File: config.mk
export PLATFORM = sky130hd
export DESIGN_NAME = wt_loader_flat
export DESIGN_NICKNAME = d
export VERILOG_FILES = /design/src/rtl/wt_loader_if.sv /design/src/rtl/wt_loader.sv /design/src/flat_wrapper.sv
export SDC_FILE = /design/constraint.sdc
export NUM_CORES = 1
export LEC_CHECK = 0
export ABC_AREA = 1
export CORE_ASPECT_RATIO = 0.8
export CORE_MARGIN = 2
export CORE_UTILIZATION = 49
export DETAILED_ROUTE_END_ITERATION = 16
export GPL_TIMING_DRIVEN = 0
export PLACE_DENSITY = 0.8
export SYNTH_ARGS = -nofsm -noshare
export SYNTH_HDL_FRONTEND = slang
export SYNTH_SLANG_ARGS = --single-unit
File: constraint.sdc
create_clock -name clk -period 2.2 [get_ports clk]
set_input_delay 0.22 -clock clk [delete_from_list [all_inputs] [get_ports clk]]
set_output_delay 0.22 -clock clk [all_outputs]
set_load 0.01 [all_outputs]
File: src/rtl/wt_loader_if.sv
// Write-side handshake bundle for the weight loader.
interface wt_loader_if #(
   parameter int unsigned WIDTH    = 32,
   parameter int unsigned CHANNELS = 8
);
   logic                wr_valid;
   logic [CHANNELS-1:0] wr_selOneHot;
   logic [WIDTH-1:0]    wr_data;
   logic                wr_ready;

   modport master (output wr_valid, wr_selOneHot, wr_data, input wr_ready);
   modport slave  (input wr_valid, wr_selOneHot, wr_data, output wr_ready);
endinterface

File: src/rtl/wt_loader.sv
// Weight register file: sweeps default weights after reset, then commits
// one-hot-addressed writes one cycle after acceptance.
module wt_loader #(
   parameter int unsigned WIDTH    = 32,
   parameter int unsigned CHANNELS = 8
) (
   input  logic                      clk,
   input  logic                      reset,
   wt_loader_if.slave                wr,
   output logic [CHANNELS*WIDTH-1:0] dataOutBus,
   output logic [CHANNELS-1:0]       update_pulse,
   output logic                      err_onehot,
   output logic                      init_done,
   input  logic                      scan_in0,
   input  logic                      scan_in1,
   input  logic                      scan_in2,
   input  logic                      scan_in3,
   input  logic                      scan_in4,
   input  logic                      scan_enable,
   input  logic                      test_mode,
   output logic                      scan_out0,
   output logic                      scan_out1,
   output logic                      scan_out2,
   output logic                      scan_out3,
   output logic                      scan_out4
);

   localparam int unsigned CW = $clog2(CHANNELS);

   localparam logic [1:0] S_INIT   = 2'd0;
   localparam logic [1:0] S_IDLE   = 2'd1;
   localparam logic [1:0] S_COMMIT = 2'd2;

   logic [1:0]                     state_q, state_d;
   logic [CW-1:0]                  cnt_q, cnt_d;
   logic [CHANNELS-1:0][WIDTH-1:0] wt_q, wt_d;
   logic [CHANNELS-1:0]            update_pulse_q, update_pulse_d;
   logic [CHANNELS-1:0]            sel_q, sel_d;
   logic [WIDTH-1:0]               data_q, data_d;
   logic                           err_onehot_q, err_onehot_d;
   logic                           init_done_q, init_done_d;
   logic                           wr_ready_q, wr_ready_d;
   logic                           sel_onehot_c;
   logic                           unused_dft_c;

   // Captured select is usable only with exactly one bit set.
   assign sel_onehot_c = (sel_q != '0) &&
                         ((sel_q & (sel_q - CHANNELS'(1))) == '0);

   // DFT pins are placeholders for scan insertion.
   assign unused_dft_c = ^{scan_in0, scan_in1, scan_in2, scan_in3, scan_in4,
                           scan_enable, test_mode};

   // Next-state, register-file update and output flags.
   always_comb begin
      state_d        = state_q;
      cnt_d          = cnt_q;
      wt_d           = wt_q;
      update_pulse_d = '0;
      err_onehot_d   = 1'b0;
      sel_d          = sel_q;
      data_d         = data_q;
      init_done_d    = init_done_q;
      case (state_q)
         S_INIT: begin
            wt_d[cnt_q]           = WIDTH'((32'(cnt_q) + 32'd1) << 1);
            update_pulse_d[cnt_q] = 1'b1;
            cnt_d                 = cnt_q + CW'(1);
            if (cnt_q == CW'(CHANNELS - 1)) begin
               state_d     = S_IDLE;
               init_done_d = 1'b1;
               cnt_d       = '0;
            end
         end
         S_IDLE: begin
            if (wr.wr_valid) begin
               sel_d   = wr.wr_selOneHot;
               data_d  = wr.wr_data;
               state_d = S_COMMIT;
            end
         end
         S_COMMIT: begin
            if (sel_onehot_c) begin
               for (int unsigned j = 0; j < CHANNELS; j++) begin
                  if (sel_q[j]) wt_d[j] = data_q;
               end
               update_pulse_d = sel_q;
            end else begin
               err_onehot_d = 1'b1;
            end
            state_d = S_IDLE;
         end
         default: state_d = S_INIT;
      endcase
      wr_ready_d = (state_d == S_IDLE);
   end

   // State and output registers with synchronous reset.
   always_ff @(posedge clk) begin
      if (reset) begin
         state_q        <= S_INIT;
         cnt_q          <= '0;
         wt_q           <= '0;
         update_pulse_q <= '0;
         sel_q          <= '0;
         data_q         <= '0;
         err_onehot_q   <= 1'b0;
         init_done_q    <= 1'b0;
         wr_ready_q     <= 1'b0;
      end else begin
         state_q        <= state_d;
         cnt_q          <= cnt_d;
         wt_q           <= wt_d;
         update_pulse_q <= update_pulse_d;
         sel_q          <= sel_d;
         data_q         <= data_d;
         err_onehot_q   <= err_onehot_d;
         init_done_q    <= init_done_d;
         wr_ready_q     <= wr_ready_d;
      end
   end

   assign dataOutBus   = wt_q;
   assign update_pulse = update_pulse_q;
   assign err_onehot   = err_onehot_q;
   assign init_done    = init_done_q;
   assign wr.wr_ready  = wr_ready_q;
   assign scan_out0    = 1'b0;
   assign scan_out1    = 1'b0;
   assign scan_out2    = 1'b0;
   assign scan_out3    = 1'b0;
   assign scan_out4    = 1'b0;

endmodule

File: src/flat_wrapper.sv
// flat-port wrapper written by rule: the top's interface ports become plain ports
module wt_loader_flat 
#(
   parameter int unsigned WIDTH    = 32,
   parameter int unsigned CHANNELS = 8
)
  (clk, reset, dataOutBus, update_pulse, err_onehot, init_done, scan_in0, scan_in1, scan_in2, scan_in3, scan_in4, scan_enable, test_mode, scan_out0, scan_out1, scan_out2, scan_out3, scan_out4, wr_wr_valid, wr_wr_selOneHot, wr_wr_data, wr_wr_ready);
  wt_loader_if #(.WIDTH(WIDTH), .CHANNELS(CHANNELS)) wr_i ();
  input  logic clk;
  input  logic reset;
  output logic [CHANNELS*WIDTH-1:0] dataOutBus;
  output logic [CHANNELS-1:0] update_pulse;
  output logic err_onehot;
  output logic init_done;
  input  logic scan_in0;
  input  logic scan_in1;
  input  logic scan_in2;
  input  logic scan_in3;
  input  logic scan_in4;
  input  logic scan_enable;
  input  logic test_mode;
  output logic scan_out0;
  output logic scan_out1;
  output logic scan_out2;
  output logic scan_out3;
  output logic scan_out4;
  input wire logic [$bits(wr_i.wr_valid)-1:0] wr_wr_valid;
  input wire logic [$bits(wr_i.wr_selOneHot)-1:0] wr_wr_selOneHot;
  input wire logic [$bits(wr_i.wr_data)-1:0] wr_wr_data;
  output wire logic [$bits(wr_i.wr_ready)-1:0] wr_wr_ready;
  assign wr_i.wr_valid = wr_wr_valid;
  assign wr_i.wr_selOneHot = wr_wr_selOneHot;
  assign wr_i.wr_data = wr_wr_data;
  assign wr_wr_ready = wr_i.wr_ready;
  wt_loader #(.WIDTH(WIDTH), .CHANNELS(CHANNELS)) u_core (.clk(clk), .reset(reset), .wr(wr_i), .dataOutBus(dataOutBus), .update_pulse(update_pulse), .err_onehot(err_onehot), .init_done(init_done), .scan_in0(scan_in0), .scan_in1(scan_in1), .scan_in2(scan_in2), .scan_in3(scan_in3), .scan_in4(scan_in4), .scan_enable(scan_enable), .test_mode(test_mode), .scan_out0(scan_out0), .scan_out1(scan_out1), .scan_out2(scan_out2), .scan_out3(scan_out3), .scan_out4(scan_out4));
endmodule
# Yosys cells after proc, flatten, opt, wreduce, memory -nomap -nowiden
# Cells that the tools add are included.
# classes
n_bitwise	2
n_reduce_logical	17
eq_ne	13
muxes	22
addsub	3
n_lt_le_gt_ge	2
# op_table
op	n
$pmux 256 s2	1
$mux 32	9
$bwmux 256	1
$mux 256	1
$demux 32 s3	1
$reduce_and 3->1	8
$ne 2x1->1 const B	9
$pmux 8 s2	1
$and 8x8->8	1
$logic_not 8->1	1
$mux 8	1
$reduce_bool 8->1	1
$sub 8x1->8 const B	1
$pmux 2 s3	1
$add 3x1->4 const B	1
$eq 2x1->1 const B	2
$lt 3x4->1 const B	1
$mux 2	2
$reduce_and 2->1	2
$add 3x1->3 const B	1
$demux 1 s3	1
$eq 3x3->1 const B	1
$ge 3x1->1 const B	1
$mux 3	1
other kinds (7)	9
# word_totals
regBits	312
output_inout_bits	272
input_bits	50
word_cells	75

# Depth between registers and ports, before layout
# Gate-level depths: netlist of run 1.
# depth
depth_word	6
depth_mapped	11
mapped_depth_nobuf	10

# Worst setup path after synthesis of run 1
# OpenSTA, ideal clock, no wires.
# synth_timing
kind	register to register
startpoint	register u_core.state_q[1]
endpoint	register u_core.wt_q (netlist bit u_core.dataOutBus[139])
stages_incl_launch_ff	10
synth_period_minus_slack_ns	1.592
n_path_buf	2
arrival_time_ns	1.460
required_ns	2.068
path_slack_ns	0.608
setup_time_ns	0.132
cell_sequence	dfxtp_1 inv_2 nor2_4 inv_2 buf_4 nor2_4 nand3_2 clkbuf_1 nand3_1 a21oi_1
# synth_via
elab_chain_cells	3
elab_cells_between_ends	7
cone_classes	eq/ne (3); mux (1); reduce/logical (3)
# synth_rtl
element	line_no	text
start, declared	wt_loader.sv:34	logic [1:0] state_q, state_d;
start signal, assigned	wt_loader.sv:111	state_q <= state_d;
$eq 2x2->1 or $logic_not 2->1 (tied branches)	wt_loader.sv:64	case (state_q)
$ne 2x1->1 (no line) or $reduce_bool 2->1 (tied branches)	n/a	
$reduce_and 3->1 (no line)	n/a	
end signal, assigned	wt_loader.sv:113	wt_q <= wt_d;
end, declared	wt_loader.sv:36	logic [CHANNELS-1:0][WIDTH-1:0] wt_q, wt_d;
# Several ways; a longest one is shown, not always the timed one.
# A chain may end at the register's enable or synchronous reset.

# Final worst setup path of run 1
# layout_timing
startpoint	register u_core.state_q[1]
endpoint	register u_core.wt_q (netlist bit u_core.dataOutBus[22])
# Same word-level chain as after synthesis.

==> flow_summary_export.csv, run 1 <==
group,metric,value,unit
timing,finalCriticalPeriod,2.17,ns
die,initial_utilization,49.4,%
synthesis,syn_inst,1726,
route,drt-total-wl,49600,um
timing,worst_clock_skew,0.0239,ns
global_route,grt_overflow,0,
timing,tns,0,ns
power_and_ir_drop,pwr-share-comb,13.9,%
timing,worstMarginPinSlew,0.925,ns
synthesis,synth-seq-cells,312,
synthesis,postSynth.asyncResetShare,0,%
worst_setup_path,cp-end-kind,"register",
finish,nets,2129,
clock_tree,numClockSinks,312,
global_route,antenna_found_initial,1,
timing,rsz0062_at_grt,"true",
power_and_ir_drop,seqPwrFrac,44.4,%
timing,timing.final.crit_share,98.6,%
power_and_ir_drop,power.internal,10100,uW
route,drtPass1Iterations,5,
route,vias_per_cell,5.72,
route,drc,0,
clock_tree,cts_buffers,34,
worst_setup_path,critical_path_class,"reg2reg",
clock_tree,cts_tree,"yes",
hold_path,hold_path.class,"in2reg",
die,ios,322,
worst_setup_path,cpPeakStageDelay,0.41,ns
timing,finalHoldViolCount,0,
power_and_ir_drop,p_sw_share,26.2,%
die,rows,53,
hold_path,min_to,"u_core.data_q[25]$_SDFFE_PP0P_",
synthesis,ys_seq_area_share,48.6,%
worst_setup_path,critical_path.cell_chain,"inv_2 -> nor2_4 -> inv_2 -> buf_4 -> nor2_4 -> nand3_2 -> buf_2 -> a21oi_1 -> nor2_1",
synthesis,synth_edf_count,0,
die,chipWidth,185,um
synthesis,synth_area_leaders,"dfxtp_1 (49%), a21oi_1 (9.5%), nor2_1 (8.8%), nand3b_1 (8.3%), nand2_1 (8.3%)",
place,port_buffers,309,
worst_setup_path,crit_path_max_fanout,10,
power_and_ir_drop,switchingPower,3580,uW
global_route,grt_max_degree,14,
die,die_h,149,um
clock_tree,insertion_delay,0.51,ns
synthesis,yosysWarnings,0,
outcome,outcome,"finished, final reports clean",
place,dp_hpwl,36300,um
clock_tree,cts_root_buf,"clkbuf_16",
timing,maxSlewViolCount,0,
worst_setup_path,crit_arrival,2.55,ns
worst_setup_path,crit_path_top_delay_cell,"dfxtp_1",
worst_setup_path,r2r-end,"u_core.dataOutBus[22]$_SDFFE_PP0P_",
die,dieArea,27600,um^2
finish,antenna_cells,0,
synthesis,synthMostInstantiatedCell,"dfxtp_1",
route,dr_total_vias,14000,
clock_tree,clock_path_buffers,3,
route,initialDrtViolationCount,1598,
synthesis,synth_common_cells,"dfxtp_1 (312), nor2_1 (300), nand2_1 (283)",
synthesis,yosys.area.top_type_share,48.6,%
hold_path,hold_path_depth,3,
die,core_area,26100,um^2
worst_setup_path,reg2reg_slack,0.03,ns
global_route,grtUsageTotal,35.2,%
synthesis,synth_area,12900,um^2
power_and_ir_drop,peakVddDrop,0.495,mV
synthesis,yosys_most_used_dff,"dfxtp_1",
worst_setup_path,critPathRequiredTime,2.58,ns
power_and_ir_drop,power_density,777,nW/um^2
worst_setup_path,reg2reg_depth,9,
clock_tree,ctsHtreeMaxLevel,2,
timing,max_freq,461,MHz
worst_setup_path,r2r-start,"u_core.state_q[1]$_SDFF_PP0_",
timing,fin_hold_ws,0.304,ns
place,globalplace.congestion,0.951,
global_route,grt_pass1_wl,74000,um
timing,maxSlewHeadroom,38.3,%
route,wl_per_cell,20.2,um
synthesis,yosysUniqueCellTypes,26,
run,drv_cap,0,
clock_tree,clkTransAtPathRegs,0.06,ns
finish,layout-drive-gt1-share,6.09,%
power_and_ir_drop,power_frac_clock,41.7,%
synthesis,yosysTopAreaCell,"dfxtp_1",
global_route,grt_pass1_vias,13000,
timing,setup_viol,0,
hold_path,min_from,"wr_wr_data[25]",
finish,syn_to_final_growth,37.0,%
power_and_ir_drop,leakage,0.00752,uW
synthesis,syn_avg_cell_area,7.45,um^2
worst_setup_path,start_kind,"register",
route,ant_nets,0,
==> registers in the layout, summed over array words and instances (netlist names) <==
signal	flops
u_core.data_q	32
u_core.dataOutBus	256
u_core.update_pulse	8
u_core.state_q	2
u_core.cnt_q	3
u_core.sel_q	8
u_core.err_onehot	1
u_core.init_done	1
u_core.wr.wr_ready	1
==> timing repair <==
action / CTS / global route
gates resized for setup: 1 / 30
endpoints found under the setup margin: 2 / 131
hold buffers: 0 / 0
pin swaps: 0 / 2
buffers inserted: 0 / 4
==> per-layer routing <==
layer	vias to the layer above	part of all wire, %	track usage, %
met5	-	0.022	0
met4	2	4.5	15.1
met3	149	12	8.57
met2	869	42	51.9
met1	6641	42	49.1
li1	6388	-	-
==> critical path: cells and delay by family (launching register included) <==
kind,cells,cell delay (ns)
AND/OR/NAND/NOR,4,0.80
buffers and inverters,4,0.64
flip-flops,1,0.41
AO/OA/AOI/OAI,1,0.20
==> cell type report <==
class	count	area, um^2
fill	2165	8440
sequential	312	6250
multi-input combinational	1218	5860
timing repair buffer	313	3140
clock buffer	53	1030
buffer	142	621
tap	357	447
inverter	56	210
clock inverter	7	70.1
==> power by group through the flow <==
stage	sequential, uW	clock [uW]	combinational [uW]
global placement	6190	0	1790
global route	6090	5950	2060
floorplan	6250	0	899
finish	6080	5710	1900
CTS	6070	5690	1850
detailed placement	6190	0	1830
==> per-stage QoR <==
stage | worst slack, ns | std cells | utilization [%] | area (um^2) | power, uW
after detailed placement | -0.218 | 2396 | 63.0 | 16400 | 8020
after global routing | -0.0267 | 2458 | 67.6 | 17600 | 14100
final | 0.0319 | 2458 | 67.6 | 17600 | 13700
after floorplan | 0.608 | 1730 | - | 12900 | 7140
after global placement | -0.173 | 2396 | 63.0 | 16400 | 7980
after CTS | 0.00974 | 2456 | 67.3 | 17500 | 13600
==> worst max-delay path by stage <==
stage | start | end | slack, ns | depth (start not counted)
after floorplan | u_core.state_q[1]$_SDFF_PP0_ | u_core.dataOutBus[139]$_SDFFE_PP0P_ | 0.61 | 9
after global placement | reset | u_core.data_q[30]$_SDFFE_PP0P_ | -0.17 | 6
after detailed placement | reset | u_core.data_q[29]$_SDFFE_PP0P_ | -0.22 | 6
after CTS | u_core.state_q[1]$_SDFF_PP0_ | u_core.dataOutBus[172]$_SDFFE_PP0P_ | 0.01 | 9
after global routing | u_core.state_q[1]$_SDFF_PP0_ | u_core.dataOutBus[22]$_SDFFE_PP0P_ | -0.03 | 9
final | u_core.state_q[1]$_SDFF_PP0_ | u_core.dataOutBus[22]$_SDFFE_PP0P_ | 0.03 | 9
==> cell usage in the layout, fill, tap and decap left out, types with 2 or more instances in the layout <==
master	synthesis	final
conb_1	1	5
clkinv_2	0	3
buf_1	12	11
ha_1	2	2
nand2_2	1	4
o21ai_0	54	54
clkdlybuf4s50_1	0	309
nand3_4	0	2
o21ai_1	3	3
a21oi_1	245	244
clkbuf_4	0	3
nor2_4	4	5
inv_1	52	52
a211oi_1	2	2
inv_2	4	4
nand3_1	162	161
buf_4	7	11
clkbuf_8	0	9
dfxtp_1	312	312
buf_2	33	29
nand3b_1	143	143
nand2_1	283	279
nor2_2	2	2
nand3_2	5	4
nor2_1	300	299
a31oi_1	3	3
clkbuf_16	0	35
clkbuf_2	0	8
clkbuf_1	92	92
==> cells by family after synthesis <==
family	after synthesis	synth area share, %
flops	312	48.6
fa+ha+maj	2	0.195
other cells	1	0.0292
simple gates	904	32.8
buf+inv	200	6.36
compound gates	307	12.0
No activity file was read; power rests on OpenSTA's default activity.
==> run 2, diff against run 1 <==
--- a/config.mk
+++ b/config.mk
@@ -8,10 +8,11 @@
 export ABC_AREA = 1
 export CORE_ASPECT_RATIO = 0.8
 export CORE_MARGIN = 2
-export CORE_UTILIZATION = 49
+export CORE_UTILIZATION = 50
+export CTS_BUF_LIST = sky130_fd_sc_hd__clkbuf_4
 export DETAILED_ROUTE_END_ITERATION = 16
 export GPL_TIMING_DRIVEN = 0
-export PLACE_DENSITY = 0.8
+export PLACE_DENSITY = 0.81
 export SYNTH_ARGS = -nofsm -noshare
 export SYNTH_HDL_FRONTEND = slang
 export SYNTH_SLANG_ARGS = --single-unit
==> constraint.sdc (replaced) <==
create_clock -name clk -period 2.2 [get_ports clk]
set_input_delay 0.22 -clock clk [delete_from_list [all_inputs] [get_ports clk]]
set_output_delay 0.22 -clock clk [all_outputs]
set_load 0.1 [all_outputs]
==> flow_summary_export.csv, run 2 (same netlist as run 1, synthesis figures left out) <==
group,metric,value,unit
worst_setup_path,reg2reg_depth,9,
finish,layoutNonFillerInstCount,2494,
route,drc,0,
route,vias_per_cell,5.69,
power_and_ir_drop,peakVddDrop,0.655,mV
clock_tree,clkTransAtPathRegs,0.07,ns
die,core_area,25300,um^2
finish,utilization,67.5,%
worst_setup_path,crit_path_max_fanout,2,
clock_tree,cts_root_buf,"clkbuf_4",
worst_setup_path,cpPeakStageDelay,0.87,ns
hold_path,hold_path_depth,3,
finish,final_cell_mix,"dfxtp_1 (312), nor2_1 (298), nand2_1 (283)",
timing,setup_viol,0,
die,die_h,147,um
worst_setup_path,r2r-start,"u_core.state_q[1]$_SDFF_PP0_",
timing,timing.final.crit_share,99.9,%
global_route,grtUsageTotal,35.0,%
timing,worstMarginPinSlew,1.07,ns
run,drv_cap,0,
timing,worst_clock_skew,0.0371,ns
worst_setup_path,r2r-end,"u_core.dataOutBus[172]$_SDFFE_PP0P_",
power_and_ir_drop,leakage,0.00857,uW
clock_tree,hold_buffers,0,
route,initialDrtViolationCount,1634,
hold_path,hold_path.class,"in2reg",
hold_path,min_to,"u_core.data_q[13]$_SDFFE_PP0P_",
worst_setup_path,start_kind,"register",
global_route,grt_pass1_vias,13100,
worst_setup_path,critPathLaunch,"u_core.dataOutBus[194]$_SDFFE_PP0P_",
finish,nets,2173,
finish,final.fill_count,2233,
route,wl_per_cell,19.7,um
timing,maxSlewViolCount,0,
global_route,grt_pass1_wl,72700,um
route,ant_nets,0,
timing,finalCriticalPeriod,2.20,ns
clock_tree,cts_buffers,77,
die,dieArea,27000,um^2
finish,syn_to_final_growth,32.8,%
clock_tree,numClockSinks,312,
global_route,grt_overflow,0,
clock_tree,cts_tree,"yes",
clock_tree,ctsHtreeMaxLevel,3,
route,drt-total-wl,49100,um
timing,tns,0,ns
worst_setup_path,cp-end-kind,"primary output",
worst_setup_path,crit_path_top_delay_cell,"clkdlybuf4s15_1",
worst_setup_path,path_buf_inv,1,
timing,rsz0062_at_grt,"true",
power_and_ir_drop,power_density,835,nW/um^2
global_route,antenna_found_initial,1,
place,globalplace.congestion,0.949,
finish,layout-drive-gt1-share,8.99,%
route,dr_total_vias,14200,
route,drtPass1Iterations,8,
finish,largest_reg_flops,256,
timing,max_freq,455,MHz
die,rows,52,
worst_setup_path,reg2reg_slack,0.01,ns
timing,finalHoldViolCount,0,
global_route,grt_max_degree,12,
finish,final_common_cell,"dfxtp_1",
outcome,outcome,"finished, final reports clean",
place,port_buffers,309,
die,ios,322,
worst_setup_path,critical_path_class,"reg2out",
worst_setup_path,critical_path.cell_chain,"clkdlybuf4s15_1",
die,initial_utilization,50.8,%
power_and_ir_drop,finalPower,14300,uW
worst_setup_path,crit_arrival,1.98,ns
hold_path,min_from,"wr_wr_data[13]",
die,chipWidth,183,um
place,placedCellCount,2363,
worst_setup_path,critPathRequiredTime,1.98,ns
place,dp_hpwl,36100,um
clock_tree,insertion_delay,0.70,ns
worst_setup_path,critical_path.top_delay_family,"buffers and inverters",
clock_tree,clock_path_buffers,3,
timing,maxSlewHeadroom,28.9,%
-- run 2: cell count changes in the layout (fill, tap and decap cells not counted), moves of 3 or more --
| cell | previous run | this run |
|---|---|---|
| nand2_2 | 4 | 1 |
| clkbuf_8 | 9 | 0 |
| clkbuf_16 | 35 | 0 |
| clkbuf_2 | 8 | 20 |
| clkdlybuf4s50_1 | 309 | 42 |
| nand2_1 | 279 | 283 |
| clkinv_1 | 0 | 19 |
| dlygate4sd2_1 | 0 | 209 |
| clkdlybuf4s15_1 | 0 | 46 |
| clkbuf_4 | 3 | 104 |
| clkinv_2 | 3 | 0 |
| clkbuf_1 | 92 | 82 |
-- run 2: metal layers --
metal	up-vias	share of wire, %	global-route usage, %
met5	-	0	0
met1	6542	41	47.9
met4	0	5.0	17.4
met2	967	42	51.5
li1	6517	-	-
met3	170	12	8.75
-- run 2: power breakdown --
group | internal (uW) | leakage (uW) | switching (uW) | total (uW)
Clock | 2500 | 0.000546 | 2370 | 4870
Combinational | 686 | 0.00550 | 2640 | 3330
Sequential | 5900 | 0.00252 | 177 | 6070
Total | 9090 | 0.00857 | 5190 | 14300
-- run 2: area by class of cell --
type,instances,area [um^2],share of cell area [%]
Clock buffer,102,766,4.48
Clock inverter,25,180,1.05
Antenna cell,1,2.50,0.0146
Inverter,56,210,1.23
Timing Repair Buffer,313,2810,16.5
Sequential cell,312,6250,36.6
Tap cell,324,405,2.37
Multi-Input combinational cell,1218,5840,34.2
Buffer,143,622,3.64
-- run 2: worst max path at each step --
stage	endpoint	cells after the start
floorplan	u_core.dataOutBus[10]$_SDFFE_PP0P_	9
global placement	u_core.data_q[29]$_SDFFE_PP0P_	6
detailed placement	u_core.data_q[30]$_SDFFE_PP0P_	6
CTS	dataOutBus[194]	1
global route	u_core.dataOutBus[172]$_SDFFE_PP0P_	9
finish	dataOutBus[194]	1
-- run 2: what timing repair did --
item                       CTS  global route
pin swaps                    0             2
hold endpoints to repair     0             0
buffers inserted             0             4
setup endpoints to repair  269           180
gates resized for setup    284            79
-- run 2: metrics by stage --
stage	setup WS (ns)	cell area [um^2]	hold WS, ns
2_1_floorplan	0.591	12900	0.355
3_3_place_gp	-0.148	16400	0.465
3_5_place_dp	-0.159	16400	0.473
4_1_cts	0.00207	17000	0.0837
5_1_grt	-0.110	17100	0.123
6_report	0.00211	17100	0.118
==> run 3, diff against run 2 <==
--- a/config.mk
+++ b/config.mk
@@ -6,13 +6,15 @@
 export NUM_CORES = 1
 export LEC_CHECK = 0
 export ABC_AREA = 1
+export CELL_PAD_IN_SITES_DETAIL_PLACEMENT = 0
+export CELL_PAD_IN_SITES_GLOBAL_PLACEMENT = 2
 export CORE_ASPECT_RATIO = 0.8
 export CORE_MARGIN = 2
-export CORE_UTILIZATION = 50
+export CORE_UTILIZATION = 28
 export CTS_BUF_LIST = sky130_fd_sc_hd__clkbuf_4
 export DETAILED_ROUTE_END_ITERATION = 16
 export GPL_TIMING_DRIVEN = 0
-export PLACE_DENSITY = 0.81
+export PLACE_DENSITY_LB_ADDON = 0.1
 export SYNTH_ARGS = -nofsm -noshare
 export SYNTH_HDL_FRONTEND = slang
 export SYNTH_SLANG_ARGS = --single-unit
==> flow_summary_export.csv, run 3 (same netlist as run 1, synthesis figures left out) <==
group,metric,value,unit
outcome,outcome,"finished, final reports clean",
clock_tree,ctsHtreeMaxLevel,3,
global_route,grt_pass1_vias,13100,
finish,register_area,6250,um^2
clock_tree,clock_path_buffers,3,
die,die_h,196,um
worst_setup_path,critical_path.cell_chain,"clkdlybuf4s15_2",
place,placedCellCount,2651,
finish,layout-drive-gt1-share,22.4,%
worst_setup_path,cpPeakStageDelay,0.60,ns
global_route,grt_pass1_wl,86900,um
worst_setup_path,crit_path_max_fanout,2,
power_and_ir_drop,finalPower,15000,uW
finish,nets,2220,
run,drv_cap,0,
finish,largest_reg_flops,256,
die,initial_utilization,28.2,%
finish,multiInputGateArea,5910,um^2
clock_tree,cts_buffers,87,
timing,maxSlewViolCount,0,
power_and_ir_drop,switchingPower,5470,uW
worst_setup_path,endpoint,"dataOutBus[214]",
die,ios,322,
worst_setup_path,cp_num_cells,1,
finish,layoutNonFillerInstCount,2840,
route,drtPass1Iterations,6,
finish,syn_to_final_growth,45.5,%
worst_setup_path,cp-end-kind,"primary output",
route,initialDrtViolationCount,915,
route,drt-total-wl,60200,um
clock_tree,clkTransAtPathRegs,0.06,ns
power_and_ir_drop,peakVddDrop,0.405,mV
global_route,grtUsageTotal,24.8,%
worst_setup_path,crit_path_top_delay_cell,"clkdlybuf4s15_2",
worst_setup_path,reg2reg_depth,10,
global_route,grt_overflow,0,
finish,final_common_cell,"dfxtp_1",
route,dr_total_vias,13700,
timing,fin_hold_ws,0.0722,ns
die,dieArea,47700,um^2
worst_setup_path,path_buf_inv,1,
timing,finalCriticalPeriod,2.10,ns
worst_setup_path,critical_path.top_delay_family,"buffers and inverters",
worst_setup_path,reg2reg_slack,0.11,ns
worst_setup_path,critPathLaunch,"u_core.dataOutBus[214]$_SDFFE_PP0P_",
die,rows,70,
hold_path,hold_path_depth,3,
clock_tree,insertion_delay,0.83,ns
worst_setup_path,start_kind,"register",
power_and_ir_drop,p_sw_share,36.5,%
timing,max_freq,477,MHz
power_and_ir_drop,seqPwrFrac,40.6,%
worst_setup_path,r2r-end,"u_core.dataOutBus[237]$_SDFFE_PP0P_",
route,ant_nets,0,
timing,finalHoldViolCount,0,
worst_setup_path,r2r-start,"u_core.sel_q[4]$_SDFFE_PP0P_",
die,core_area,45500,um^2
hold_path,hold_path.class,"in2reg",
clock_tree,numClockSinks,312,
route,vias_per_cell,4.82,
place,placed_area,16700,um^2
timing,maxSlewHeadroom,29.0,%
clock_tree,cts_tree,"yes",
finish,final_cell_mix,"dfxtp_1 (311), nor2_1 (294), nand2_1 (280)",
power_and_ir_drop,power.internal,9510,uW
finish,final.fill_count,4751,
global_route,grt_max_degree,12,
power_and_ir_drop,leakage,0.00792,uW
worst_setup_path,crit_arrival,1.88,ns
place,port_buffers,309,
timing,worst_clock_skew,0.0464,ns
power_and_ir_drop,pwr-share-comb,23.3,%
timing,worstMarginPinSlew,1.06,ns
place,dp_hpwl,44200,um
die,chipWidth,244,um
timing,setup_viol,0,
timing,timing.final.crit_share,95.4,%
route,drc,0,
power_and_ir_drop,power_density,801,nW/um^2
finish,fin_area,18700,um^2
place,globalplace.congestion,0.866,
worst_setup_path,critical_path_class,"reg2out",
power_and_ir_drop,power_frac_clock,36.1,%
clock_tree,cts_root_buf,"clkbuf_4",
route,wl_per_cell,21.2,um
global_route,antenna_found_initial,3,
worst_setup_path,critPathRequiredTime,1.98,ns
run 3: how the worst min path moves through the flow:
stage	to	startpoint
finish	u_core.data_q[9]$_SDFFE_PP0P_	wr_wr_data[9]
global route	u_core.data_q[9]$_SDFFE_PP0P_	wr_wr_data[9]
CTS	u_core.data_q[4]$_SDFFE_PP0P_	wr_wr_data[4]
detailed placement	u_core.dataOutBus[208]$_SDFFE_PP0P_	u_core.dataOutBus[208]$_SDFFE_PP0P_
global placement	u_core.dataOutBus[211]$_SDFFE_PP0P_	u_core.dataOutBus[211]$_SDFFE_PP0P_
floorplan	u_core.data_q[15]$_SDFFE_PP0P_	wr_wr_data[15]
run 3: final cells by class:
class,count,share of cell area (%)
antenna,5,0.0669
buffer,142,3.43
clock buffer,124,4.98
clock inverter,20,0.696
inverter,56,1.12
multi-input combinational,1218,31.6
sequential,312,33.4
tap,612,4.09
timing repair buffer,351,20.6
run 3: power groups by stage:
stage                     combinational, uW  clock [uW]  sequential, uW
final                                  3500        5410            6080
after global routing                   3690        5890            6100
after CTS                              3480        5570            6080
after detailed placement               3490           0            6210
after global placement                 3480           0            6210
after floorplan                         934           0            7810
run 3: metrics by stage:
stage / setup TNS (ns) / utilization (%) / setup slack [ns]
final: 0 / 41.1 / 0.102
after global placement: -40.56 / 36.7 / -0.578
after floorplan: 0 / - / 0.591
after CTS: -0.00687 / 40.7 / -0.00687
after global routing: -0.0391 / 41.1 / -0.0140
after detailed placement: -43.51 / 36.7 / -0.579
run 3: timing repair:
action | CTS | global route
buffers inserted | 3 | 7
endpoints found under the setup margin | 346 | 219
pin swaps | 1 | 3
endpoints found under the hold margin | 32 | 0
resized for setup | 812 | 55
hold buffers | 32 | 0
run 3: routing by layer:
metal  part of all wire (%)  global-route usage, %  wire, um
met1                     48                   35.5     29100
met2                     43                   36.9     25900
met3                    7.2                   6.72      4320
met4                    1.5                   5.85       882
met5                      0                      0         0
